$ cat config.mk
export PLATFORM = sky130hd
export DESIGN_NAME = led_sequencer
export DESIGN_NICKNAME = d
export VERILOG_FILES = /design/src/rtl/led_sequencer_pkg.sv /design/src/rtl/led_sequencer_divide_by_n.sv /design/src/rtl/led_sequencer.sv
export SDC_FILE = /design/constraint.sdc
export NUM_CORES = 1
export LEC_CHECK = 0
export ABC_AREA = 1
export BUFFER_PORTS_ARGS = -buffer_cell sky130_fd_sc_hd__buf_2
export CAP_MARGIN = 5
export CORE_MARGIN = 2
export CORE_UTILIZATION = 45
export CTS_CLUSTER_DIAMETER = 50
export DETAILED_ROUTE_END_ITERATION = 6
export PLACE_DENSITY = 0.76
export SETUP_SLACK_MARGIN = 0.3
export SYNTH_ARGS = -nofsm -noshare
export SYNTH_HDL_FRONTEND = slang
export SYNTH_SLANG_ARGS = --single-unit
$ cat constraint.sdc
create_clock -name clk_i -period 1.7 [get_ports clk_i]
set_clock_uncertainty 0.05 [all_clocks]
set_input_delay 0.255 -clock clk_i [delete_from_list [all_inputs] [get_ports clk_i]]
set_output_delay 0.255 -clock clk_i [all_outputs]
set_load 0.02 [all_outputs]
$ cat src/rtl/led_sequencer_pkg.sv
// Shared mode and state encodings for the LED sequencer.
package led_sequencer_pkg;

  typedef enum logic [1:0] {
    MODE_OFF     = 2'd0,
    MODE_SOLID   = 2'd1,
    MODE_BLINK   = 2'd2,
    MODE_BREATHE = 2'd3
  } mode_e;

  typedef enum logic [2:0] {
    ST_OFF,
    ST_SOLID,
    ST_BLINK_ON,
    ST_BLINK_OFF,
    ST_RAMP_UP,
    ST_RAMP_DOWN,
    ST_FLASH
  } state_e;

  // First state of a pattern whenever it (re)starts.
  function automatic state_e entry_state(input mode_e m);
    case (m)
      MODE_SOLID:   return ST_SOLID;
      MODE_BLINK:   return ST_BLINK_ON;
      MODE_BREATHE: return ST_RAMP_UP;
      default:      return ST_OFF;
    endcase
  endfunction

endpackage

$ cat src/rtl/led_sequencer_divide_by_n.sv
// Tick prescaler: free-running one-cycle pulse every N clocks.
module divide_by_n #(
  parameter int unsigned N = 1024
) (
  input  logic clk_i,
  input  logic reset_i,
  output logic tick_o
);

  localparam int unsigned W = (N > 2) ? $clog2(N) : 1;

  logic [W-1:0] cnt_q;

  always_ff @(posedge clk_i) begin
    if (reset_i) begin
      cnt_q <= W'(N - 1);
    end else if (cnt_q == '0) begin
      cnt_q <= W'(N - 1);
    end else begin
      cnt_q <= cnt_q - W'(1);
    end
  end

  assign tick_o = (cnt_q == '0);

endmodule

$ cat src/rtl/led_sequencer.sv
// PWM status-LED sequencer (OFF/SOLID/BLINK/BREATHE plus event flash).
// Optional gamma mapping of brightness enabled by defining LED_GAMMA_EN.
module led_sequencer
  import led_sequencer_pkg::*;
#(
  parameter int unsigned BITS        = 8,
  parameter int unsigned TICK_DIV    = 1024,
  parameter int unsigned BLINK_TICKS = 128,
  parameter int unsigned HOLD_TICKS  = 64
) (
  input  logic            clk_i,
  input  logic            reset_i,
  input  logic            cfg_valid_i,
  input  logic [1:0]      cfg_mode_i,
  input  logic [BITS-1:0] cfg_level_i,
  output logic            cfg_ready_o,
  input  logic            event_i,
  output logic [BITS-1:0] bright_o,
  output logic            led_o,
  output logic            busy_o
);

  localparam int unsigned CNT_MAX = (BLINK_TICKS > HOLD_TICKS) ? BLINK_TICKS : HOLD_TICKS;
  localparam int unsigned CW      = $clog2(CNT_MAX + 1);

  state_e          state_q, state_d;
  mode_e           mode_q, mode_d;
  logic [BITS-1:0] level_q, level_d;
  logic [BITS-1:0] raw_q, raw_d;
  logic [CW-1:0]   cnt_q, cnt_d;
  logic            ev_q, ev_prev_q, busy_q, ready_q;
  logic [BITS-1:0] pwm_q;
  logic [BITS-1:0] bright;
  logic            tick, accept, ev_rise;

  divide_by_n #(.N(TICK_DIV)) u_tick (
    .clk_i   (clk_i),
    .reset_i (reset_i),
    .tick_o  (tick)
  );

  function automatic logic [BITS-1:0] entry_raw(input mode_e m, input logic [BITS-1:0] lvl);
    return (m == MODE_SOLID || m == MODE_BLINK) ? lvl : '0;
  endfunction

  assign accept  = cfg_valid_i & ready_q;
  assign ev_rise = ev_q & ~ev_prev_q;

  always_comb begin
    state_d = state_q;
    mode_d  = mode_q;
    level_d = level_q;
    raw_d   = raw_q;
    cnt_d   = cnt_q;
    if (accept) begin
      mode_d  = mode_e'(cfg_mode_i);
      level_d = cfg_level_i;
    end
    // An event edge wins over a simultaneous accept; the accepted mode runs after the flash.
    if (ev_rise) begin
      state_d = ST_FLASH;
      raw_d   = '1;
      cnt_d   = '0;
    end else if (accept) begin
      state_d = entry_state(mode_d);
      raw_d   = entry_raw(mode_d, level_d);
      cnt_d   = '0;
    end else if (tick) begin
      case (state_q)
        ST_BLINK_ON, ST_BLINK_OFF: begin
          if (cnt_q == CW'(BLINK_TICKS - 1)) begin
            cnt_d   = '0;
            state_d = (state_q == ST_BLINK_ON) ? ST_BLINK_OFF : ST_BLINK_ON;
            raw_d   = (state_q == ST_BLINK_ON) ? '0 : level_q;
          end else begin
            cnt_d = cnt_q + CW'(1);
          end
        end
        ST_RAMP_UP: begin
          if (raw_q == level_q) begin
            state_d = ST_RAMP_DOWN;
          end else begin
            raw_d = raw_q + BITS'(1);
            if (raw_q + BITS'(1) == level_q) state_d = ST_RAMP_DOWN;
          end
        end
        ST_RAMP_DOWN: begin
          if (raw_q == '0) begin
            state_d = ST_RAMP_UP;
          end else begin
            raw_d = raw_q - BITS'(1);
            if (raw_q == BITS'(1)) state_d = ST_RAMP_UP;
          end
        end
        ST_FLASH: begin
          if (cnt_q == CW'(HOLD_TICKS - 1)) begin
            cnt_d   = '0;
            state_d = entry_state(mode_q);
            raw_d   = entry_raw(mode_q, level_q);
          end else begin
            cnt_d = cnt_q + CW'(1);
          end
        end
        default: ;
      endcase
    end
  end

  always_ff @(posedge clk_i) begin
    if (reset_i) begin
      state_q   <= ST_OFF;
      mode_q    <= MODE_OFF;
      level_q   <= '0;
      raw_q     <= '0;
      cnt_q     <= '0;
      ev_q      <= 1'b0;
      ev_prev_q <= 1'b0;
      busy_q    <= 1'b0;
      ready_q   <= 1'b1;
      pwm_q     <= '0;
    end else begin
      state_q   <= state_d;
      mode_q    <= mode_d;
      level_q   <= level_d;
      raw_q     <= raw_d;
      cnt_q     <= cnt_d;
      ev_q      <= event_i;
      ev_prev_q <= ev_q;
      busy_q    <= (state_d == ST_FLASH);
      ready_q   <= (state_d != ST_FLASH);
      pwm_q     <= pwm_q + BITS'(1);
    end
  end

`ifdef LED_GAMMA_EN
  logic [2*BITS-1:0] raw_w, sq;
  logic [BITS-1:0]   bright_q;
  assign raw_w = {{BITS{1'b0}}, raw_q};
  assign sq    = raw_w * (raw_w + (2*BITS)'(1));
  always_ff @(posedge clk_i) begin
    if (reset_i) bright_q <= '0;
    else         bright_q <= sq[2*BITS-1:BITS];
  end
  assign bright = bright_q;
`else
  assign bright = raw_q;
`endif

  assign bright_o    = bright;
  assign led_o       = (pwm_q < bright);
  assign busy_o      = busy_q;
  assign cfg_ready_o = ready_q;

endmodule

# Word-level counts from Yosys, hierarchy flattened
# Index checks and enable logic that the tools add are counted.
[totals]
out_inout_bits = 11
word_cells = 83
input_bits = 14
reg_bits = 51
[classes]
addsub = 5
reduce_logical = 12
mux = 29
order_cmp = 1
eq_ne = 22
bitwise = 3
[ops]
columns = ["operator", "n"]
rows = [
  ["$mux W8", 13],
  ["$pmux W8 S4", 1],
  ["$mux W3", 9],
  ["$add A8 B1 Y8 const B", 3],
  ["$pmux W3 S3", 2],
  ["$eq A8 B8 Y1", 2],
  ["$ne A4 B4 Y1 const B", 4],
  ["$pmux W8 S2", 1],
  ["$eq A3 B3 Y1 const B", 4],
  ["$pmux W3 S4", 1],
  ["$logic_not A10 Y1", 1],
  ["$sub A10 B1 Y10 const B", 1],
  ["$eq A2 B2 Y1 const B", 4],
  ["$eq A8 B1 Y1 const B", 1],
  ["$eq A8 B6 Y1 const B", 1],
  ["$eq A8 B7 Y1 const B", 1],
  ["$logic_not A8 Y1", 1],
  ["$lt A8 B8 Y1", 1],
  ["$sub A8 B1 Y8 const B", 1],
  ["$eq A3 B2 Y1 const B", 2],
  ["$reduce_and A6 Y1", 1],
  ["$reduce_bool A6 Y1", 1],
  ["$eq A2 B1 Y1 const B", 2],
  ["$reduce_or A2 Y1", 2],
  ["other kinds (10)", 12],
]

# Depth between registers and ports, before layout
[depth]
ltp_word = 9
depth_mapped = 15
mapped_depth_nobuf = 15

# Cells and area by module
# A second synthesis with hierarchy kept.
[unflattened]
cells_unflattened = 512
area_unflattened_um2 = 3293.2
[by_module_without_submodules]
columns = ["mod", "cells_each", "seq_area_each_um2", "instances", "area_each_um2"]
rows = [
  ["led_sequencer", 455, 820.8, 1, 2847.7],
  ["divide_by_n", 57, 200.2, 1, 445.4],
]

# Worst setup path after synthesis
# Ideal clock, no wire load.
[synth_path]
kind = "register to register"
start = "register ready_q (netlist: cfg_ready_o)"
end = "register raw_q[7] (netlist: bright_o[7])"
slack_ps = -286
required_time_ps = 1534
path_buffers = 1
setup_ps = 116
synth_period_minus_slack_ps = 1986
t_arrival_ps = 1820
stages_incl_launch_ff = 11
cell_sequence = "dfxtp_1 -> nand2_1 -> clkbuf_1 -> o21ai_0 -> inv_1 -> ha_1 -> inv_1 -> nand3_1 -> nand3_1 -> nor2_1 -> nor2_1"
[synth_via]
elab_chain_cells = 7
elab_cells_between_ends = 16
cone_classes = "eq/ne: 6; mux: 5; bitwise: 1; reduce/logical: 4"
[synth_lines]
columns = ["item", "line_no", "source"]
rows = [
  ["start, declared", "led_sequencer.sv:31", "logic ev_q, ev_prev_q, busy_q, ready_q;"],
  ["start signal, assigned", "led_sequencer.sv:130", "ready_q <= (state_d != ST_FLASH);"],
  ["$and A1 B1 Y1 (*)", "led_sequencer.sv:46", "assign accept = cfg_valid_i & ready_q;"],
  ["$mux W2 (*)", "led_sequencer.sv:55", "if (accept) begin"],
  ["named net mode_d[1]", "led_sequencer.sv:27", "mode_e mode_q, mode_d;"],
  ["$eq A2 B1 Y1 / $eq A2 B2 Y1 (equally long branches)", "led_sequencer.sv:43", "return (m == MODE_SOLID || m == MODE_BLINK) ? lvl : '0;"],
  ["$logic_or A1 B1 Y1 (*)", "led_sequencer.sv:43", ""],
  ["$mux W8 (*)", "led_sequencer.sv:43", ""],
  ["$mux W8 (*)", "led_sequencer.sv:64", "end else if (accept) begin"],
  ["$mux W8 (*)", "led_sequencer.sv:60", "if (ev_rise) begin"],
  ["end signal, assigned", "led_sequencer.sv:125", "raw_q <= raw_d;"],
  ["end, declared", "led_sequencer.sv:29", "logic [BITS-1:0] raw_q, raw_d;"],
]
# The timed path passes the listed nets; every way through them passes the cells marked *.
# A chain may end at the register's enable or synchronous reset.

# Worst setup path in the final report
[layout_path]
start = "register raw_q[7] (netlist: bright_o[7])"
end = "output led_o"
[layout_via]
elab_chain_cells = 1
[layout_lines]
columns = ["item", "line_no", "source"]
rows = [
  ["$lt A8 B8 Y1", "led_sequencer.sv:150", "assign led_o = (pwm_q < bright);"],
  ["end, declared", "led_sequencer.sv:19", "output logic led_o,"],
]
# No other way between the ends.

==> run_results.csv <==
group,metric,value,unit
drt,dr.pass1.iters,5,
floorplanning,die-width,90.6,um
outcome,violations,"setup timing",
clock_network,clkSinkCount,51,
finish,num-nets-final,652,
critical_path,worstPathMaxFanout,4,
synthesis,synth_top_cell_by_area,"dfxtp_1",
placement,hpwlAfterDp,7030,um
pwr,power_density,649,nW/um^2
finish,layout_commonest_cell,"nand2_1",
clock_network,clkTransAtPathRegs,100,ps
job,max_cap_violations,0,
clock_network,insertion_delay,320,ps
critical_path,arrival,1620,ps
global_routing,grt_antenna_before_repair,0,
synthesis,synth.ff_latch_count,51,
clock_network,clockRootBuffer,"clkbuf_8",
sta,relSlewSlack,0.728,
finish,design_area,5000,um^2
synthesis,syn_area,3370,um^2
drt,drt_iter0_markers,354,
global_routing,grt_pass1_wl,17300,um
sta,hold_violations,0,
synthesis,synth.net_count,555,
finish,fill_cells,543,
pwr,seqPwrFrac,0.409,
placement,gp_congestion,0.995,
sta,setup-violations-final,17,
placement,port_buffers,24,
drt,wl_per_cell,16.6,um
sta,finalCriticalPeriod,1920,ps
synthesis,yosys-top-cells-area,"dfxtp_1 30%, nand2_1 15%, nand3_1 8.0%",
finish,syn2layout_area_growth,48.1,%
global_routing,grt_overflow_total,0,
sta,worst_pin_slew,404,ps
sta,drv_slew,0,
synthesis,synth_edf_count,0,
hold_path,hp-class,"in -> reg",
clock_network,cts_buffer_depth,2,
pwr,combPwrFrac,0.367,
drt,viasPerCell,5.58,
floorplanning,die_area,8200,um^2
clock_network,cts_tree,"built",
sta,timing.final.crit_share,1.13,
finish,diodes,0,
sta,timing.fmax,520,MHz
drt,route.detailed.drc,0,
synthesis,ys.flop_type,"dfxtp_1",
synthesis,avgSynthCellArea,6.47,um^2
critical_path,rrSetupSlack,-180,ps
drt,antenna_left,0,
synthesis,synth_top_area_share,0.303,
synthesis,synth_cells,521,
placement,dpl_cell_area,4030,um^2
pwr,p_switching,1.21,mW
finish,drive_gt1_frac,0.412,
synthesis,ys_seq_area_frac,0.303,
finish,final_cell_mix,"124 x nand2_1, 52 x buf_4, 49 x inv_1",
sta,fin_ws,-223,ps
synthesis,ys_async_sr_fraction,0,
outcome,status,"finished, violations left",
drt,vias,4004,
pwr,power.total,3.24,mW
clock_network,cts_buffers,5,
floorplanning,initial_utilization,0.465,
pwr,ir_worst_vdd,0.561,mV
synthesis,yosys.cell_types.count,38,
clock_network,ctsHtreeMaxLevel,2,
floorplanning,rows,31,
pwr,clockPowerShare,0.224,
floorplanning,design.core.area,7250,um^2
floorplanning,die_y,90.6,um
global_routing,grt_max_degree,16,
critical_path,end_kind,"output pin",
floorplanning,num_io_pins,25,
drt,wl,11900,um
pwr,intPower,2.03,mW
pwr,switching_share,0.373,
critical_path,cp_data_required_time,1390,ps
critical_path,crit_type,"reg -> out",
sta,rsz0062_at_grt,"yes",
critical_path,cp-start-kind,"flip-flop",
global_routing,grt_pass1_vias,3780,
pwr,power_leakage,2.20,nW
global_routing,grt.total_usage,0.257,
synthesis,yosysWarnings,0,
[timing repair]
item / 4_1_cts / 5_1_grt
setup endpoints to repair: 30 / 37
cloned: 1 / 1
hold buffers: 0 / 0
pin swaps: 26 / 37
gates resized for setup: 83 / 75
buffers inserted: 26 / 9
[stage by stage]
step	setup TNS, ps	worst slack [ps]	utilization	std cells	hold WS, ps
6_report	-1750	-223	0.689	718	93.6
5_1_grt	-3500	-297	0.689	718	92.1
4_1_cts	-540	-152	0.638	708	92.2
3_5_place_dp	-735	-124	0.556	673	354
3_3_place_gp	-349	-56.8	0.556	673	345
2_1_floorplan	0	122	-	521	273
[path summary, 6_finish.rpt]
path,cells past startpoint,end,start
worst min register to register,2,ev_prev_q$_SDFF_PP0_,ev_q$_SDFF_PP0_
worst max register to register,16,cfg_ready_o$_SDFF_PP1_,bright_o[0]$_SDFFE_PP0P_
worst min-delay path,3,ev_q$_SDFF_PP0_,event_i
worst max-delay path,6,led_o,bright_o[7]$_SDFFE_PP0P_
[critical path, cell delays in order, from the launching register on]
cell and delay, ps:
dfxtp_2 350, inv_2 70, ha_1 320, a21oi_2 210
o21ai_2 100, a21oi_4 120, buf_6 130
[registers in the layout (all words and copies together) (netlist names), 2 cells and up]
register	cells
u_tick.cnt_q	10
bright_o	8
cnt_q	8
level_q	8
pwm_q	8
mode_q	2
state_q	3
[layer usage]
metal,global-route usage,wire length [um]
met1,0.311,4530
met2,0.441,5630
met3,0.0501,984
met4,0.115,741
met5,0,0
[cell usage after synthesis (3+ instances only)]
library cell	count
o221ai_1	3
xor2_1	7
a21oi_1	23
clkbuf_1	6
nor2_2	4
nand2_2	5
o21ai_0	19
nand4_1	4
nor3_1	9
nand3_1	54
nor2_4	5
inv_1	60
ha_1	20
o21bai_1	3
nand2_1	139
dfxtp_1	51
inv_2	4
o211ai_1	5
xnor2_1	7
nand2_4	3
nor2_1	66
[kinds of logic (layout without fill, tap and decap cells)]
kind of cell             count (synthesis)  in the layout  share of synthesized area
buffers and inverters                   77            173                     0.0890
flip-flops                              51             51                      0.303
XOR/XNOR                                14             14                     0.0364
AND/OR/NAND/NOR                        298            300                      0.393
AO/OA/AOI/OAI                           61             61                      0.105
adder cells (fa/ha/maj)                 20             20                     0.0742
[power by group through the flow]
stage	Sequential, mW	Combinational, mW	Clock [mW]
2_1_floorplan	1.37	0.562	0
3_3_place_gp	1.35	0.834	0
3_5_place_dp	1.35	0.849	0
4_1_cts	1.32	1.03	0.729
5_1_grt	1.33	1.28	0.774
6_report	1.32	1.19	0.727
[cell type report]
type,count,area (um^2),area share
Timing Repair Buffer,99,818,0.164
Clock inverter,2,12.5,0.00250
Sequential cell,51,1070,0.213
Inverter,66,262,0.0523
Tap cell,99,124,0.0248
Clock buffer,6,72.6,0.0145
Multi-Input combinational cell,395,2640,0.529
(Power assumes the default switching activity.)
